**src/rtl/l1_dcache_responder.sv**
```systemverilog
// l1_dcache_responder: direct-mapped write-back L1 data cache, 16-bit CPU side, 128-bit line refill side
// Ports: clk/rst (async active-high); mem_* CPU request/response, hits answered combinationally;
// pmem_* line fill (pmem_read) and victim write-back (pmem_write), completed by pmem_resp.
module l1_dcache_responder #(
  parameter int NUM_SETS   = 8,
  parameter int LINE_BYTES = 16
) (
  input  logic         clk,
  input  logic         rst,
  input  logic [15:0]  mem_address,
  input  logic         mem_read,
  input  logic         mem_write,
  input  logic [1:0]   mem_byte_enable,
  input  logic [15:0]  mem_wdata,
  output logic [15:0]  mem_rdata,
  output logic         mem_resp,
  output logic [15:0]  pmem_address,
  output logic         pmem_read,
  output logic         pmem_write,
  output logic [127:0] pmem_wdata,
  input  logic [127:0] pmem_rdata,
  input  logic         pmem_resp
);
  localparam int IW = $clog2(NUM_SETS);
  localparam int OW = $clog2(LINE_BYTES);
  localparam int TW = 16 - IW - OW;
  typedef enum logic [1:0] {IDLE, WRITEBACK, FILL} state_t;
  state_t state;
  logic [TW-1:0] tags [NUM_SETS];
  logic [127:0] lines [NUM_SETS];
  logic [NUM_SETS-1:0] valid, dirty;
  logic [TW-1:0] req_tag, miss_tag;
  logic [IW-1:0] req_idx, miss_idx;
  logic [OW-2:0] req_word;
  logic [6:0] bit_off;
  logic [15:0] byte_mask;
  logic [127:0] wmask;
  logic req, hit, write_hit, unused_ok;
  assign req_tag   = mem_address[15 -: TW];
  assign req_idx   = mem_address[OW +: IW];
  assign req_word  = mem_address[OW-1:1];
  assign unused_ok = mem_address[0];
  assign bit_off   = {req_word, 4'b0};
  assign req       = mem_read | mem_write;
  assign hit       = valid[req_idx] && tags[req_idx] == req_tag;
  assign mem_resp  = !rst && state == IDLE && req && hit;
  assign write_hit = mem_resp && mem_write;
  assign mem_rdata = lines[req_idx][bit_off +: 16];
  assign byte_mask = {{8{mem_byte_enable[1]}}, {8{mem_byte_enable[0]}}};
  assign wmask     = {112'b0, byte_mask} << bit_off;
  assign pmem_write   = state == WRITEBACK;
  assign pmem_read    = state == FILL;
  // Miss address is latched so the pmem side stays stable even if the CPU withdraws the request.
  assign pmem_address = pmem_write ? {tags[miss_idx], miss_idx, {OW{1'b0}}} :
                        pmem_read  ? {miss_tag, miss_idx, {OW{1'b0}}} : 16'h0;
  assign pmem_wdata   = lines[miss_idx];
  always_ff @(posedge clk or posedge rst) begin
    if (rst) begin
      state    <= IDLE;
      valid    <= '0;
      dirty    <= '0;
      miss_tag <= '0;
      miss_idx <= '0;
    end else begin
      case (state)
        IDLE: begin
          if (write_hit) dirty[req_idx] <= 1'b1;
          else if (req && !hit) begin
            miss_tag <= req_tag;
            miss_idx <= req_idx;
            state    <= dirty[req_idx] ? WRITEBACK : FILL;
          end
        end
        WRITEBACK: begin
          if (pmem_resp) begin
            dirty[miss_idx] <= 1'b0;
            state           <= FILL;
          end
        end
        FILL: begin
          if (pmem_resp) begin
            valid[miss_idx] <= 1'b1;
            dirty[miss_idx] <= 1'b0;
            state           <= IDLE;
          end
        end
        default: state <= IDLE;
      endcase
    end
  end
  always_ff @(posedge clk) begin
    if (write_hit) lines[req_idx] <= (lines[req_idx] & ~wmask) | ({8{mem_wdata}} & wmask);
    if (pmem_read && pmem_resp) begin
      lines[miss_idx] <= pmem_rdata;
      tags[miss_idx]  <= miss_tag;
    end
  end
endmodule
```
**config.mk**
```make
export PLATFORM = sky130hd
export DESIGN_NAME = l1_dcache_responder
export DESIGN_NICKNAME = d
export VERILOG_FILES = /design/src/rtl/l1_dcache_responder.sv
export SDC_FILE = /design/constraint.sdc
export NUM_CORES = 2
export LEC_CHECK = 0
export CORE_MARGIN = 5
export CORE_UTILIZATION = 50
export DETAILED_ROUTE_END_ITERATION = 8
export GPL_TIMING_DRIVEN = 1
export PLACE_DENSITY = 0.75
export SLEW_MARGIN = 20
export SYNTH_ARGS = -nofsm -noshare
export SYNTH_HDL_FRONTEND = slang
export SYNTH_SLANG_ARGS = --single-unit
```
**constraint.sdc**
```tcl
create_clock -name clk -period 21.5 [get_ports clk]
set_input_delay 2.15 -clock clk [delete_from_list [all_inputs] [get_ports clk]]
set_output_delay 2.15 -clock clk [all_outputs]
set_load 0.02 [all_outputs]
```
# --- Word level (Yosys, flattened, before mapping) ---
# Memory sizes are Yosys's and may differ from the RTL's.
# Index checks and enable logic that the tools add are counted.
totals:
  ff_bits: 30
  latch_bits: 0
  ram_bits: 1096
  rom_bits: 0
  wordCells: 77
  memories: 2
mem_list:
  columns: ["name", "depth", "width", "rd", "rd_clocked_by_memory_dff", "write_ports", "line_no", "text"]
  rows:
  - ["lines", 8, 128, 2, 0, 1, "30", "logic [127:0] lines [NUM_SETS];"]
  - ["tags", 8, 9, 2, 0, 1, "29", "logic [TW-1:0] tags [NUM_SETS];"]
classes:
  n_addsub: 0
  mul: 0
  div_mod_pow: 0
  order_cmp: 4
  n_eq_ne: 9
  shifts: 2
  muxes: 26
  bitwise_logic: 10
  reduce_logical: 19
op_table:
  columns: ["cell", "n"]
  rows:
  - ["128-bit bitwise AND", 2]
  - ["128-bit two-way mux", 1]
  - ["128-bit NOT", 1]
  - ["128-bit OR", 1]
  - ["128-bit OR reduction", 1]
  - ["128-bit by 8-bit variable part select with 16-bit output", 1]
  - ["16-bit by 7-bit << shifter with 128-bit output", 1]
  - ["16-bit two-way mux", 2]
  - ["8-bit two-way mux", 2]
  - ["8-bit OR", 2]
  - ["8-bit one-hot mux with 2 select lines", 1]
  - ["2-bit two-way mux", 5]
  - ["9-bit == test", 1]
  - ["1-bit logical AND", 9]
  - ["1-bit two-way mux", 9]
  - ["8-bit bitwise AND", 1]
  - ["3-bit by 4-bit < comparator with 1-bit output, second input constant", 2]
  - ["2-bit by 1-bit inequality test with 1-bit output, second input constant", 4]
  - ["8-bit NOT", 1]
  - ["1-bit binary-select mux with 3-bit select", 2]
  - ["1-bit demux with 3-bit select", 2]
  - ["3-bit by 1-bit greater-or-equal comparator with 1-bit output, second input constant", 2]
  - ["2-bit one-hot mux with 3 select lines", 1]
  - ["3-bit AND reduction", 2]
  - ["12 further kinds", 14]

# --- Longest topological paths before layout ---
logic_depth:
  word_depth: 8
  depth_mapped: 14
  ltp_nobuf: 7

# --- Worst setup path before layout ---
# Ideal clock, no wire load.
synth_path:
  kind: "input to register"
  start: "input port mem_address[6]"
  end: "memory lines[3][0] (enable)"
  setup_ns: 0.809
  arrival_time_ns: 13.549
  required_ns: 20.691
  setup_slack_ns: 7.143
  path_stages: 8
  cell_sequence: "buf_6 > mux2_4 > mux4_2 > or3_1 > a2bb2oi_2 > and3b_4 > nand4_4 > o32ai_1"
synth_between:
  elab_chain_cells: 8
  elab_cells_between_ends: 11
synth_lines:
  columns: ["item", "line_no", "text"]
  rows:
  - ["start, declared", "10", "input logic [15:0] mem_address,"]
  - ["memory read 8 x 9 bit / 1-bit binary-select mux with 3-bit select (equally long branches)", null, null]
  - ["9-bit == test / 1-bit two-way mux (equally long branches)", "45", "assign hit = valid[req_idx] && tags[req_idx] == req_tag;"]
  - ["1-bit logical AND", "45", null]
  - ["1-bit logical AND", "46", "assign mem_resp = !rst && state == IDLE && req && hit;"]
  - ["1-bit logical AND", "47", "assign write_hit = mem_resp && mem_write;"]
  - ["1-bit two-way mux", "92", "if (write_hit) lines[req_idx] <= (lines[req_idx] & ~wmask) | ({8{mem_wdata}} & wmask);"]
  - ["1-bit two-way mux (implied by the code)", "92", null]
  - ["1-bit two-way mux (no source line)", null, null]
  - ["end, declared", "30", null]
# Several ways; a longest one is shown, not always the timed one. The select of a mux whose other input is x is not followed.

# --- Final worst setup path ---
layout_path:
  start: "input port mem_address[5]"
  end: "output port mem_rdata[12]"
layout_between:
  elab_chain_cells: 2
layout_lines:
  columns: ["item", "line_no", "text"]
  rows:
  - ["memory read 8 x 128 bit", null, null]
  - ["128-bit by 8-bit variable part select with 16-bit output", "48", "assign mem_rdata = lines[req_idx][bit_off +: 16];"]
  - ["end, declared", "15", "output logic [15:0] mem_rdata,"]
# No other way between the ends.

==> impl_metrics.env <==
export IMPL_status="complete, no violations"
export IMPL_synth_async_reset_ratio=0.02664
export IMPL_htreeDepth=3
export IMPL_critPathSlowestCell="buf_4"
export IMPL_synth_compound_area_frac=0.1842
export IMPL_synth_most_common_cell="edfxtp_1"
export IMPL_grt_pass1_vias=37750
export IMPL_multi_input_area_mm2=0.01612
export IMPL_insertion_delay_ns=0.71
export IMPL_r2r_start="miss_idx[2]"
export IMPL_tightest_slew_ns=1.228
export IMPL_cp_required_ns=19.35
export IMPL_core_mm2=0.1014
export IMPL_cts_made_buffers=110
export IMPL_numPortBuffers=324
export IMPL_finalHoldViolCount=0
export IMPL_grt_pass1_wl_um=260200
export IMPL_cp_num_buf_inv=5
export IMPL_slew_viol_final=0
export IMPL_clock_sinks=1126
export IMPL_path_class="primary input to output port"
export IMPL_syn_area_mm2=0.05087
export IMPL_worst_setup_path_end_kind="output port"
export IMPL_min_from="valid[7]"
export IMPL_io_pins=330
export IMPL_synth_fa_ha_area_frac=0.0009838
export IMPL_syn_to_final_growth_pct=15.81
export IMPL_grt_start_max_net_pins=133
export IMPL_crit_top_cell="buf_4"
export IMPL_synth_top_family_by_area="compound AO/OA/AOI/OAI gates"
export IMPL_drt_pass1_iter_count=6
export IMPL_viasPerCell=7.359
export IMPL_rows=117
export IMPL_arrival_ns=7.98
export IMPL_tns_ns=0
export IMPL_rrSetupSlack_ns=16.07
export IMPL_die_area_mm2=0.1082
export IMPL_nFillCells=7628
export IMPL_synth_xor_xnor_area_share=0.0005165
export IMPL_synth_flop_cell="edfxtp_1"
export IMPL_seqCellArea_mm2=0.03367
export IMPL_layout_nets=4028
export IMPL_dp_hpwl_um=100700
export IMPL_period_minus_slack_ns=10.13
export IMPL_wl_per_cell_um=34.74
export IMPL_total_power_w=0.007804
export IMPL_path_cells="clkdlybuf4s50_1 -> buf_4 -> and3b_4 -> buf_4 -> buf_4 -> a22oi_1 -> nand4_1 -> mux4_2 -> nor2_1 -> a21oi_1 -> clkdlybuf4s50_1"
export IMPL_path_delay_family="buffers and inverters"
export IMPL_timing_max_cap_violations=0
export IMPL_yosys_area_top_type_share=0.6469
export IMPL_clk_path_buf_depth=3
export IMPL_cts_root_buf="clkbuf_16"
export IMPL_drc=0
export IMPL_r2r_cells=7
export IMPL_ys_warnings_count=0
export IMPL_min_path_cells=1
export IMPL_syn_inst=3675
export IMPL_initial_core_util=0.5015
export IMPL_clk_pin_slew_ns=0.06
export IMPL_hold_path_class="flip-flop to flip-flop"
export IMPL_min_to="valid[7]"
export IMPL_layout_drive_gt1_share=0.08863
export IMPL_synthSimpleGateAreaFrac=0.06852
export IMPL_synth_edf_count=1096
export IMPL_ctsResizeCount=0
export IMPL_ys_ff_latch=1126
export IMPL_p_leak_nw=18.66
export IMPL_cts_setup_buffers=0
export IMPL_die_y_um=329.0
export IMPL_start_kind="primary input"
export IMPL_place_congestion=0.8743
export IMPL_synth_commonest_cells="1,096 x edfxtp_1, 839 x a22oi_1, 248 x clkbuf_1"
export IMPL_cts_tree="done"
export IMPL_fp_dieW_um=329.0
export IMPL_synth_top_area_cell="edfxtp_1"
export IMPL_antenna_found_initial=12
export IMPL_ir_worst_vdd_uv=89.41
export IMPL_yosysSeqAreaShare=0.6617
export IMPL_cpPeakStageDelay_ns=0.90
export IMPL_rsz0062_at_grt="no"
export IMPL_drtAntennaViolNets=0
export IMPL_postSynthAreaPerCell_um2=13.84
export IMPL_slew_headroom=0.1812
export IMPL_power_density_mw_per_mm2=132.5
export IMPL_final_util=0.5808
export IMPL_worstPathMaxFanout=54
export IMPL_ctsHoldBuffers=0
export IMPL_first_iter_violations=7084
export IMPL_whs_ns=0.4638
export IMPL_fmax_mhz=98.69
export IMPL_reg2reg_to="lines[2][107]"
export IMPL_ys_types=65
export IMPL_vias=39150
export IMPL_grt_overflow=0
export IMPL_skew_ns=0.04593
export IMPL_synthMuxAreaShare=0.05809
export IMPL_fin_crit_sh=0.4713
export IMPL_grt_usage=0.3288
export IMPL_synth_area_top_cells="edfxtp_1 65%, a22oi_1 12%, mux2i_1 2.5%"
export IMPL_routed_wl_um=184800
export IMPL_setup_viol=0
==> state kept, by name, summed over array words and instances, names as in the netlist <==
name / count
state: 2
miss_idx: 3
valid: 8
dirty: 8
tags: 72
lines: 1024
miss_tag: 9
==> how the worst max path moves through the flow <==
stage                               from       endpoint  cells after the start
after detailed placement  mem_address[4]   mem_rdata[9]                     10
after CTS                 mem_address[4]   mem_rdata[9]                     10
final                     mem_address[5]  mem_rdata[12]                     11
after global routing      mem_address[5]   mem_rdata[9]                     11
after global placement    mem_address[4]   mem_rdata[9]                     10
after floorplan           mem_address[6]    lines[3][0]                      8
==> cells by family (layout without fill, tap and decap cells) <==
logic type	after synthesis	in the layout
XOR/XNOR	3	3
AND/OR/NAND/NOR	675	675
multiplexers	227	227
buffers and inverters	326	597
AO/OA/AOI/OAI	1313	1313
adder cells (fa/ha/maj)	4	4
other	1	6
flip-flops	1126	1126
==> power by group <==
group          switching, W  leakage, nW  internal, W
clock network      0.000821         1.71      0.00108
logic               0.00196         6.70     0.000996
registers          0.000135         10.2      0.00281
total               0.00292         18.7      0.00488
==> per-stage QoR <==
| stage | setup WS (ns) | instances | area (µm²) |
|---|---|---|---|
| 2_1_floorplan | 7.143 | 3678 | 50890 |
| 3_3_place_gp | 11.75 | 5111 | 55360 |
| 3_5_place_dp | 11.80 | 5112 | 55380 |
| 4_1_cts | 11.78 | 5316 | 58900 |
| 5_1_grt | 11.48 | 5317 | 58910 |
| 6_report | 11.37 | 5319 | 58920 |
==> cells in the final DEF (no fill, tap or decap), types with 16 or more instances in the layout <==
cell             Yosys  final
a21oi_1            187    187
a221oi_1            63     63
a22o_1              53     53
a22oi_1            839    839
and4_1              65     65
buf_4                7     45
clkbuf_1           248     26
clkbuf_16            0    113
clkdlybuf4s50_1      0    320
clkinv_1             1     22
clkinv_2             0     22
dfrtp_1             30     27
edfxtp_1          1096   1096
mux2_2              38     38
mux2i_1            125    125
mux4_2              49     49
nand2_1            161    160
nand3_1             79     79
nand4_1            108    108
nor2_1             187    182
o21ai_0             98     98
o221ai_1            16     16
==> layout make-up <==
cell class	instances	share of cell area
Sequential cell	1126	0.5715
Multi-Input combinational cell	2226	0.2736
Timing Repair Buffer	383	0.06532
Clock buffer	142	0.05035
Tap cell	1368	0.02905
Clock inverter	62	0.009408
Inverter	10	0.0006371
Antenna cell	2	0.00008495
==> per-layer routing <==
metal,vias to the layer above,global-route usage,part of all wire
met4,12,0.2085,0.076
met3,782,0.1085,0.17
li1,15580,-,-
met1,18820,0.4334,0.33
met2,3950,0.4716,0.42
met5,-,0,0.00044
Note: power is estimated with default switching activity, not from simulation.
